**src/rtl/seg7_pkg.sv**
```systemverilog
// Shared constants for the multiplexed 7-segment scan controller.
package seg7_pkg;

  localparam int unsigned NUM_DIGITS_DEF  = 4;
  localparam int unsigned SLOT_CYCLES_DEF = 50000;
  localparam int unsigned DEAD_CYCLES_DEF = 100;

  // Segments are active-low, ordered {g,f,e,d,c,b,a}
  localparam int unsigned SEG_W = 7;
  localparam logic [SEG_W-1:0] SEG_OFF = 7'h7F;

  localparam logic [0:0] S_DEAD  = 1'b0;
  localparam logic [0:0] S_DRIVE = 1'b1;

endpackage

```
**src/rtl/bin_to_7seg.sv**
```systemverilog
// Hex nibble to active-low 7-segment pattern, {g,f,e,d,c,b,a}.
module bin_to_7seg
  import seg7_pkg::*;
(
  input  logic [3:0]       bin,
  output logic [SEG_W-1:0] seg_c
);

  always_comb begin
    seg_c = SEG_OFF;
    case (bin)
      4'h0: seg_c = 7'h40;
      4'h1: seg_c = 7'h79;
      4'h2: seg_c = 7'h24;
      4'h3: seg_c = 7'h30;
      4'h4: seg_c = 7'h19;
      4'h5: seg_c = 7'h12;
      4'h6: seg_c = 7'h02;
      4'h7: seg_c = 7'h78;
      4'h8: seg_c = 7'h00;
      4'h9: seg_c = 7'h10;
      4'hA: seg_c = 7'h08;
      4'hB: seg_c = 7'h03;
      4'hC: seg_c = 7'h46;
      4'hD: seg_c = 7'h21;
      4'hE: seg_c = 7'h06;
      4'hF: seg_c = 7'h0E;
    endcase
  end

endmodule

```
**src/rtl/seg7_scan_ctrl.sv**
```systemverilog
// Time-multiplexed 7-segment scan controller with frame-synchronous
// display updates and optional leading-zero suppression.
module seg7_scan_ctrl
  import seg7_pkg::*;
#(
  parameter int unsigned NUM_DIGITS  = NUM_DIGITS_DEF,
  parameter int unsigned SLOT_CYCLES = SLOT_CYCLES_DEF,
  parameter int unsigned DEAD_CYCLES = DEAD_CYCLES_DEF
) (
  input  logic                    clk,
  input  logic                    rst,
  input  logic                    upd_valid,
  input  logic [4*NUM_DIGITS-1:0] upd_value,
  output logic                    upd_ready,
  input  logic                    lz_en,
  output logic [NUM_DIGITS-1:0]   an,
  output logic [SEG_W-1:0]        seg,
  output logic                    frame_tick
);

  localparam int unsigned DW = 4 * NUM_DIGITS;
  localparam int unsigned CW = $clog2(SLOT_CYCLES);
  localparam int unsigned GW = $clog2(NUM_DIGITS);

  logic [0:0]            state, state_nxt;
  logic [CW-1:0]         slot_cnt;
  logic [GW-1:0]         dig;
  logic [DW-1:0]         disp_reg, pend_reg;
  logic                  pending;
  logic                  supp;
  logic [NUM_DIGITS-1:0] zmask;
  logic                  slot_end, last_dig, frame_end, tick_pre, dead_end, xfer;
  logic [3:0]            nib;
  logic [SEG_W-1:0]      dec_seg;

  assign slot_end  = (slot_cnt == CW'(SLOT_CYCLES - 1));
  assign dead_end  = (slot_cnt == CW'(DEAD_CYCLES - 1));
  assign last_dig  = (dig == GW'(NUM_DIGITS - 1));
  assign frame_end = slot_end && last_dig;
  assign tick_pre  = last_dig && (slot_cnt == CW'(SLOT_CYCLES - 2));
  assign upd_ready = !pending && !rst;
  assign xfer      = upd_valid && upd_ready;

  // State register
  always_ff @(posedge clk) begin
    if (rst) state <= S_DEAD;
    else     state <= state_nxt;
  end

  // Next-state logic
  always_comb begin
    state_nxt = state;
    case (state)
      S_DEAD:  if (dead_end) state_nxt = S_DRIVE;
      S_DRIVE: if (slot_end) state_nxt = S_DEAD;
      default: state_nxt = S_DEAD;
    endcase
  end

  // Slot timer and digit pointer
  always_ff @(posedge clk) begin
    if (rst) begin
      slot_cnt <= '0;
      dig      <= '0;
    end else if (slot_end) begin
      slot_cnt <= '0;
      dig      <= last_dig ? '0 : dig + GW'(1);
    end else begin
      slot_cnt <= slot_cnt + CW'(1);
    end
  end

  // zmask[i]: every nibble from i up to the top is zero
  always_comb begin
    zmask = '0;
    for (int unsigned i = 0; i < NUM_DIGITS; i++)
      zmask[i] = ((disp_reg >> (4 * i)) == '0);
  end

  // Suppression is decided once per slot so a digit never flickers mid-slot
  always_ff @(posedge clk) begin
    if (rst)
      supp <= 1'b0;
    else if (state == S_DEAD && dead_end)
      supp <= lz_en && (dig != '0) && zmask[dig];
  end

  // Update handshake; new data only lands on a frame boundary
  always_ff @(posedge clk) begin
    if (rst) begin
      disp_reg   <= '0;
      pend_reg   <= '0;
      pending    <= 1'b0;
      frame_tick <= 1'b0;
    end else begin
      frame_tick <= tick_pre;
      if (frame_end && pending) begin
        disp_reg <= pend_reg;
        pending  <= 1'b0;
      end else if (xfer) begin
        pend_reg <= upd_value;
        pending  <= 1'b1;
      end
    end
  end

  assign nib = disp_reg[{dig, 2'b00} +: 4];

  bin_to_7seg u_dec (
    .bin   (nib),
    .seg_c (dec_seg)
  );

  // Digit drive decoded from registered state only
  always_comb begin
    an  = '1;
    seg = SEG_OFF;
    if (state == S_DRIVE && !supp) begin
      an[dig] = 1'b0;
      seg     = dec_seg;
    end
  end

endmodule
```
**config.mk**
```make
export PLATFORM = sky130hd
export DESIGN_NAME = seg7_scan_ctrl
export DESIGN_NICKNAME = d
export VERILOG_FILES = /design/src/rtl/seg7_pkg.sv /design/src/rtl/bin_to_7seg.sv /design/src/rtl/seg7_scan_ctrl.sv
export SDC_FILE = /design/constraint.sdc
export NUM_CORES = 1
export LEC_CHECK = 0
export CORE_MARGIN = 4
export CORE_UTILIZATION = 55
export DETAILED_ROUTE_END_ITERATION = 7
export PLACE_DENSITY = 0.79
export SKIP_CTS_REPAIR_TIMING = 1
export SLEW_MARGIN = 25
export SYNTH_ARGS = -nofsm -noshare
export SYNTH_HDL_FRONTEND = slang
export SYNTH_SLANG_ARGS = --single-unit
```
**constraint.sdc**
```tcl
create_clock -name clk -period 5.62 [get_ports clk]
set_clock_uncertainty 0.1 [all_clocks]
set_input_delay 0.562 -clock clk [delete_from_list [all_inputs] [get_ports clk]]
set_output_delay 0.562 -clock clk [all_outputs]
set_load 0.1 [all_outputs]
```
# ---- Word level (Yosys, flattened, before mapping)
# Memory sizes are Yosys's and may differ from the RTL's.
# Index checks and enable logic that the tools add are counted.
dict set report word_totals {
  word_cells 52
  reg_bits 54
  mem_bits_ro 112
  out_inout_bits 13
  input_bits 20
  memories 1
}
dict set report op_classes {
  shifts 1
  reduce_logical 21
  order_cmp 2
  n_addsub 2
  mux 10
  bitwise_logic 3
  n_eq_ne 4
}
# memory words word_bits rd rd_ports_with_merged_regs wr line
set memory_table {}
lappend memory_table {{(no name shown)} 16 7 1 0 0 bin_to_7seg.sv:11} ;# case (bin)
# operator n
set op_table {}
lappend op_table {{16-bit logical NOT} 4}
lappend op_table {{16-bit equality test (second input constant)} 2}
lappend op_table {{16-bit by 1-bit adder with 16-bit output (second input constant)} 1}
lappend op_table {{16-bit by 7-bit equality test with 1-bit output (second input constant)} 1}
lappend op_table {{16-bit by 5-bit indexed part select with 4-bit output} 1}
lappend op_table {{1-bit logical AND} 10}
lappend op_table {{7-bit 2-to-1 mux} 1}
lappend op_table {{1-bit 2-to-1 mux} 4}
lappend op_table {{4-bit 2-to-1 mux} 1}
lappend op_table {{4-bit NOT} 1}
lappend op_table {{2-bit OR reduction} 2}
lappend op_table {{1-bit logical NOT} 3}
lappend op_table {{2-bit by 3-bit < comparator with 1-bit output (second input constant)} 1}
lappend op_table {{2-bit by 1-bit adder with 2-bit output (second input constant)} 1}
lappend op_table {{1-bit binary-select mux with 2-bit select} 1}
lappend op_table {{1-bit demux with 2-bit select} 1}
lappend op_table {{2-bit equality test (second input constant)} 1}
lappend op_table {{2-bit by 1-bit >= comparator with 1-bit output (second input constant)} 1}
lappend op_table {{2-bit 2-to-1 mux} 1}
lappend op_table {{1-bit NOT} 2}
lappend op_table {{1-bit case mux with 2 select lines} 1}
lappend op_table {{2-bit AND reduction} 1}
lappend op_table {{2-bit nonzero test} 1}

# ---- Longest topological paths before layout
# Gate-level depths: netlist (run 1).
dict set report logic_depth {
  ltp_word 6
  depth_mapped 7
  depth_no_buf 6
}

# ---- Hierarchy
# Synthesis (run 1) repeated with hierarchy kept, for this count alone.
dict set report unflattened {
  hier_cells 292
  area_unflattened_um2 2752.6
}
# mod area_per_inst_um2 seq_area_each_um2 cells_each n_inst
set modules_own_cells {}
lappend modules_own_cells {seg7_scan_ctrl 2477.4 1081.0 260 1}
lappend modules_own_cells {bin_to_7seg 275.3 0.0 32 1}

# ---- Least setup slack after synthesis (run 1)
# No wires, ideal clock.
dict set report synth_timing {
  path_type {register to output}
  start {reg dig[0]}
  end {out seg[0]}
  stages_incl_launch_ff 7
  slack_ns 1.105
  path_buffers 1
  t_required_ns 4.958
  arrival_time_ns 3.853
  cell_sequence {dfxtp_1 -> clkbuf_1 -> mux4_2 -> inv_1 -> ha_1 -> and3b_1 -> o21ai_0}
}
dict set report synth_via {
  elab_chain_cells 3
}
# element line
set synth_rtl {}
lappend synth_rtl {{from (decl)} seg7_scan_ctrl.sv:27} ;# logic [GW-1:0] dig;
lappend synth_rtl {{from (signal assigned)} seg7_scan_ctrl.sv:67} ;# dig <= last_dig ? '0 : dig + GW'(1);
lappend synth_rtl {{16-bit by 5-bit indexed part select with 4-bit output} seg7_scan_ctrl.sv:107} ;# assign nib = disp_reg[{dig, 2'b00} +: 4];
lappend synth_rtl {{memory 16 x 7 bit} n/a}
lappend synth_rtl {{7-bit 2-to-1 mux} seg7_scan_ctrl.sv:118} ;# if (state == S_DRIVE && !supp) begin
lappend synth_rtl {{to (decl)} seg7_scan_ctrl.sv:17} ;# output logic [SEG_W-1:0] seg,
# No other way between the ends.

# ---- Worst setup path after layout (run 1)
dict set report layout_timing {
  start {reg dig[0]}
  end {out seg[3]}
}
# Same word-level chain as after synthesis.

==> summary.md, run 1 <==
| Metric | Value |
|---|---|
| Maximum vdd ir drop | `~0.18 mV` |
| Overall overflow remaining after global route | `0` |
| Crit path time final | `around 4100 ps` |
| Total placed cells including tap cells | `369` |
| Number of storage elements in the synthesis netlist | `54` |
| Fraction of the core area covered by cells at the end of the flow | `about 67%` |
| Number of buffers inserted during clock tree synthesis | `5` |
| Number of enable-type register cells in the synthesized netlist | `0` |
| Placeable core region | `4444 um^2` |
| TritonCTS clock tree | `yes` |
| Maximum number of pins on one net before global-route repair | `36` |
| Run status | `finished clean` |
| Synthesized-area fraction occupied by xor and xnor cells | `between 4 and 5%` |
| Commonest register cell after synthesis | `dfxtp_1` |
| Max stage delay on crit path | `1160 ps` |
| Initial core utilization | `57.85%` |
| Transition time at the pin with the least slew margin | `983.7 ps` |
| Crit path buffers/inverters | `2` |
| Critical-path cell list | `mux4_2, inv_1, ha_1, nor2b_1, a2111oi_0, a31oi_1, clkdlybuf4s50_1` |
| Most frequent standard cell in the layout excluding fill and tap cells | `nand2_1` |
| Number of DRC violations after detailed-routing iteration 0 | `142` |
| Post-synth net total | `330` |
| Number of routed nets with antenna violations | `0` |
| Leakage component of the power | `0.9933 nW` |
| Remaining design rule violation count | `0` |
| Sequential cell area | `1081 um^2` |
| Number of buffers added on ports | `32` |
| Mux share of post-synthesis cell area | `10.12%` |
| Max cap viols | `0` |
| Overall track demand over capacity in global routing | `between 10% and 20%` |
| Share of Yosys cell area claimed by the top area cell type | `42.04%` |
| CP Data Arrival Time | `3470 ps` |
| Initial antenna violation count | `0` |
| Area of the die | `just under 6000 um^2` |
| Synthesized area per cell | `8.628 um^2` |
| Clock buffer depth | `2` |
| Compound-Gate Fraction of Synth Area | `9.246%` |
| I/O pin total | `33` |
| Setup repair after global routing missed its margin | `no` |
| Ys async rst share | `0%` |
| Post-detail-place hpwl | `3.787 mm` |
| Post-detailed-route wirelength per cell | `13.99 um` |
| Via count | `2154` |
| Setup TNS | `0 ps` |
| Unique cell type count in the Yosys netlist | `41` |
| Area contributors post-synth | `dfxtp_1 (42%), nand2_1 (8.6%), mux2i_1 (6.6%)` |
| Adder-cell area share of the yosys netlist | `5.839%` |
| Finished Layout Cells | `377` |
| Placement Rows | `24` |
| Count of final hold-check violations | `0` |
| Layout net count | `356` |
| Area of combinational cells with multiple inputs | `1378 um^2` |
| Leading area contributor after synthesis | `dfxtp_1` |
| Total count of max-transition violations in the final report | `0` |
| Worst EP required | `4960 ps` |
| Clock-pin slew of the registers on the worst-case setup and hold paths | `100 ps` |
| Number of clock sinks seen by CTS | `54` |
| Worst Path Max Fanout | `10` |
| Endpoints failing setup | `0` |
| CTS root buffer | `clkbuf_8` |
| Main combinational cell family by area after synthesis | `simple AND/OR/NAND/NOR gates` |
| Wire length of the first global-routing pass | `8.901 mm` |
| Hold/Removal Path Class | `reg2reg` |
| Cells after synthesis | `298` |
| Number of global-route vias before repair | `roughly 1.9k` |
| Clock H-tree levels | `2` |
| Final worst-path cycle share | `73.59%` |
| CP max stage cell | `clkdlybuf4s50_1` |
| Clock latency on the worst-skew pair | `slightly above 300 ps` |
| Routed WL | `5.276 mm` |
| Peak clock frequency supported by timing | `0.2418 GHz` |
| Detailed-routing iteration count for the pre-antenna-repair pass | `4` |
| Kind of cell adding the most delay to the critical path | `buffers and inverters` |
| Worst Setup Path Type | `reg2out` |
| Type of element capturing the critical path | `output port` |
| N_diodes | `0` |
| Power, Total | `670.1 uW` |
| Normalized max-slew margin | `34.22%` |
| Filler cell count | `379` |
| Simple-gate area share of the yosys netlist | `23.45%` |
| Post-synthesis instance area | `between 2000 and 3000 um^2` |
| Commonest cells after routing, fill and taps aside | `nand2_1 (59), dfxtp_1 (54), clkdlybuf4s50_1 (32)` |
| Sequential share of the synthesized area | `a little over two fifths` |
| Power density of the placed cells | `223.7 nW/um^2` |
| Routability congestion estimate from global placement | `0.9252` |
| Detail-routed via count per cell | `5.714` |
| Fraction of layout instances using a drive strength above 1 | `6.462%` |
| Die Span X | `76.38 um` |
| Die Y-Extent | `around 76 um` |
| Number of synthesis warnings | `0` |
| Critical path launch point type | `flop` |
| P&R area growth vs syn | `16.50%` |
==> metal layers <==
metal	vias up	global-route usage, %	routed length, um
li1	1076	-	-
met1	1012	24.48	2521
met2	58	29.44	2414
met3	8	4.019	261
met4	0	5.978	78
met5	-	0	0
==> cell usage after synthesis (2+ instances only) <==
master,n
nand4_1,5
o21ai_0,22
xor2_1,2
o41ai_1,2
dfxtp_1,54
clkbuf_1,12
mux2i_1,17
nor4_1,8
inv_1,9
nand2b_1,3
nand3_1,9
o22ai_1,2
ha_1,12
xnor2_1,12
nor3_1,5
nand2_1,59
mux4_2,4
a21oi_1,8
a31oi_1,3
nor2_1,28
or4_4,2
==> path summary, 6_finish.rpt <==
check / end / slack (ps) / depth (start not counted) / start
hold reg to reg: disp_reg[11] / 370 / 2 / pend_reg[11]
setup / recovery: seg[3] / 1480 / 7 / dig[0]
setup reg to reg: state / 3130 / 4 / slot_cnt[11]
hold / removal: disp_reg[11] / 370 / 2 / pend_reg[11]
==> worst reg2reg max path, cell delays in order, from the launching register on <==
cell	delay [ps]
dfxtp_1	360
or4_4	560
or4_4	570
o21ai_2	590
o22ai_1	180
==> cell type report <==
cell class | count | area share, %
Clock buffer | 6 | 2.757
Clock inverter | 2 | 0.5430
Inverter | 10 | 1.253
Multi-Input combinational cell | 219 | 45.99
Sequential cell | 54 | 36.09
Tap cell | 52 | 2.172
Timing Repair Buffer | 34 | 11.19
==> cells by family (layout without fill, tap and decap cells) <==
family	count (synthesis)	in the layout
and+or+nand+nor	130	130
DFF	54	54
AOI/OAI and AO/OA	42	42
buffers and inverters	25	52
muxes	21	21
xor gates and xnor gates	14	14
adders and majority gates	12	12
==> metrics by stage <==
| step | hold slack, ps | cell area [um^2] | setup slack, ps |
|---|---|---|---|
| 2_1_floorplan | 340.6 | 2571 | 1105 |
| 3_3_place_gp | 357.7 | 2893 | 1902 |
| 3_5_place_dp | 357.3 | 2897 | 1846 |
| 4_1_cts | 373.1 | 2995 | 1499 |
| 5_1_grt | 391.1 | 2995 | 1348 |
| 6_report | 366.8 | 2995 | 1484 |
==> where the power goes <==
| part | switching, mW | total (mW) | internal (mW) |
|---|---|---|---|
| Clock | 0.131 | 0.232 | 0.102 |
| Combinational | 0.0215 | 0.0404 | 0.0189 |
| Sequential | 0.00462 | 0.397 | 0.393 |
| Total | 0.157 | 0.670 | 0.513 |
No activity file was read; power rests on OpenSTA's default activity.
==> inputs of run 2 (changes only) <==
==> constraint.sdc (replaced) <==
create_clock -name clk -period 3.9 [get_ports clk]
set_clock_uncertainty 0.1 [all_clocks]
set_input_delay 0.39 -clock clk [delete_from_list [all_inputs] [get_ports clk]]
set_output_delay 0.39 -clock clk [all_outputs]
set_load 0.1 [all_outputs]
==> run 2 against run 1 <==
Register-to-register slack worse by 1800 ps. Wire length is 5.4% lower. Power is 50% higher. Sequential cell count stayed put. Via count is 2.2% lower. Design area hardly changed. Combinational power is 43% higher. Setup slack worse by 730 ps. Core utilization is 0.056 points lower. Worst hold slack better by 4.3 ps. Sequential power is 44% higher.
==> summary.md, run 2 (synthesis gave the netlist of run 1 again) <==
| Metric | Value |
|---|---|
| Run status | `finished clean` |
| Pre-CTS setup slack | `1102 ps (-744.1 ps)` |
| Leakage component of the power | `1.005 nW (+1.2%)` |
| I/O pin total | `33 (unchanged)` |
| Number of DRC violations after detailed-routing iteration 0 | `114 (-20%)` |
| Setup repair after global routing missed its margin | `no` |
| Wire length of the first global-routing pass | `8.963 mm (+0.70%)` |
| Worst Path Max Fanout | `10 (unchanged)` |
| Filler cell count | `356 (-6.1%)` |
| Peak clock frequency supported by timing | `0.3180 GHz` |
| Die Y-Extent | `76.38 um (unchanged)` |
| Clock buffer depth | `2 (unchanged)` |
| Number of global-route vias before repair | `1991 (+2.2%)` |
| Post-detail-place hpwl | `3.588 mm (-5.2%)` |
| Worst Setup Path Type | `reg2out` |
| Total count of max-transition violations in the final report | `0 (unchanged)` |
| Setup slack of the critical path after layout | `755.4 ps (-728.9 ps)` |
| Placement Rows | `24 (unchanged)` |
| Detailed-routing iteration count for the pre-antenna-repair pass | `4 (unchanged)` |
| Maximum vdd ir drop | `0.2273 mV (+23%)` |
| Number of buffers added on ports | `32 (unchanged)` |
| Clock H-tree levels | `2 (unchanged)` |
| Number of buffers inserted during clock tree synthesis | `5 (unchanged)` |
| Count of final hold-check violations | `0 (unchanged)` |
| Worst EP required | `3410 ps (-1550 ps)` |
| Clock-pin slew of the registers on the worst-case setup and hold paths | `90 ps (about the same)` |
| Remaining design rule violation count | `0 (unchanged)` |
| Setup TNS | `0 ps (unchanged)` |
| Detail-routed via count per cell | `5.586 (-2.2%)` |
| Maximum number of pins on one net before global-route repair | `37 (+2.8%)` |
| Layout net count | `357 (+0.28%)` |
| Routed WL | `4.993 mm (-5.4%)` |
| CTS root buffer | `clkbuf_8` |
| P&R area growth vs syn | `16.40% (about the same)` |
| Normalized max-slew margin | `34.50% (+0.28 points)` |
| Max cap viols | `0 (unchanged)` |
| Routability congestion estimate from global placement | `0.9309 (+0.62%)` |
| Area of combinational cells with multiple inputs | `1374 um^2 (-0.27%)` |
| Post-detailed-route wirelength per cell | `13.24 um (-5.4%)` |
| Final worst-path cycle share | `about four fifths` |
| Via count | `2106 (-2.2%)` |
| Number of clock sinks seen by CTS | `54 (unchanged)` |
| Hold/Removal Path Class | `reg2reg` |
| TritonCTS clock tree | `yes` |
| Placeable core region | `4444 um^2 (unchanged)` |
| Power density of the placed cells | `336.7 nW/um^2 (+50%)` |
| Area of the die | `5833 um^2 (unchanged)` |
| Critical path launch point type | `flop` |
| Initial antenna violation count | `0 (unchanged)` |
| Sequential cell area | `1081 um^2 (unchanged)` |
| Endpoints failing setup | `0 (unchanged)` |
| Transition time at the pin with the least slew margin | `979.4 ps (-4.236 ps)` |
| Die Span X | `76.38 um (unchanged)` |
| Overall track demand over capacity in global routing | `18.12% (-0.21 points)` |
| N_diodes | `0 (unchanged)` |
| Crit path time final | `around 3100 ps` |
| Commonest cells after routing, fill and taps aside | `nand2_1 (59), dfxtp_1 (54), nor2_1 (28)` |
| Clock latency on the worst-skew pair | `300 ps (about the same)` |
| Number of routed nets with antenna violations | `0 (unchanged)` |
| Initial core utilization | `57.85% (unchanged)` |
| CP Data Arrival Time | `2650 ps (-820 ps)` |
| Type of element capturing the critical path | `output port` |
| Fraction of layout instances using a drive strength above 1 | `8.615% (+2.2 points)` |
| Most frequent standard cell in the layout excluding fill and tap cells | `nand2_1` |
| Overall overflow remaining after global route | `0 (unchanged)` |
| Power, Total | `1.008 mW (+50%)` |
## run 2: final cells by class
type                    instances  area share (%)
clock buffers                   6           2.759
clock inverters                 1           1.003
inverters                      10           1.254
multi-input cells             219           45.90
flip-flops and latches         54           36.12
well taps                      52           2.174
repair buffers                 35           10.79
## run 2: final timing paths
kind | from | to | slack (ps) | depth (start not counted)
setup / recovery | dig[0] | seg[3] | 760 | 6
hold / removal | pend_reg[2] | disp_reg[2] | 370 | 2
setup reg to reg | slot_cnt[11] | state | 1380 | 5
hold reg to reg | pend_reg[2] | disp_reg[2] | 370 | 2
## run 2: power breakdown
group,switching [mW],internal (mW)
combinational,0.0302,0.0276
clock,0.172,0.206
sequential,0.00651,0.566
## run 2: metal layers
| layer | vias to the layer above | wire, um | GRT usage, % |
|---|---|---|---|
| met1 | 968 | 2411 | 25.26 |
| met5 | - | 0 | 0 |
| met2 | 54 | 2255 | 28.38 |
| met3 | 8 | 266 | 3.073 |
| li1 | 1076 | - | - |
| met4 | 0 | 59 | 6.159 |
## run 2: critical path, cell delays in order, from the launching register on
cell and delay (ps):
dfxtp_1 590, mux4_2 640, ha_1 290, nor2b_1 150, a2111oi_0 350, a31oi_1 80
buf_4 270
## run 2: through the flow
step	instance area, um^2	utilization, %	hold slack (ps)	instances
after floorplan	2571	-	340.6	298
after global placement	2880	64.81	355.3	370
after detailed placement	2880	64.81	361.4	370
after CTS	2993	67.34	375.1	377
after global routing	2993	67.34	392.6	377
final	2993	67.34	371.1	377
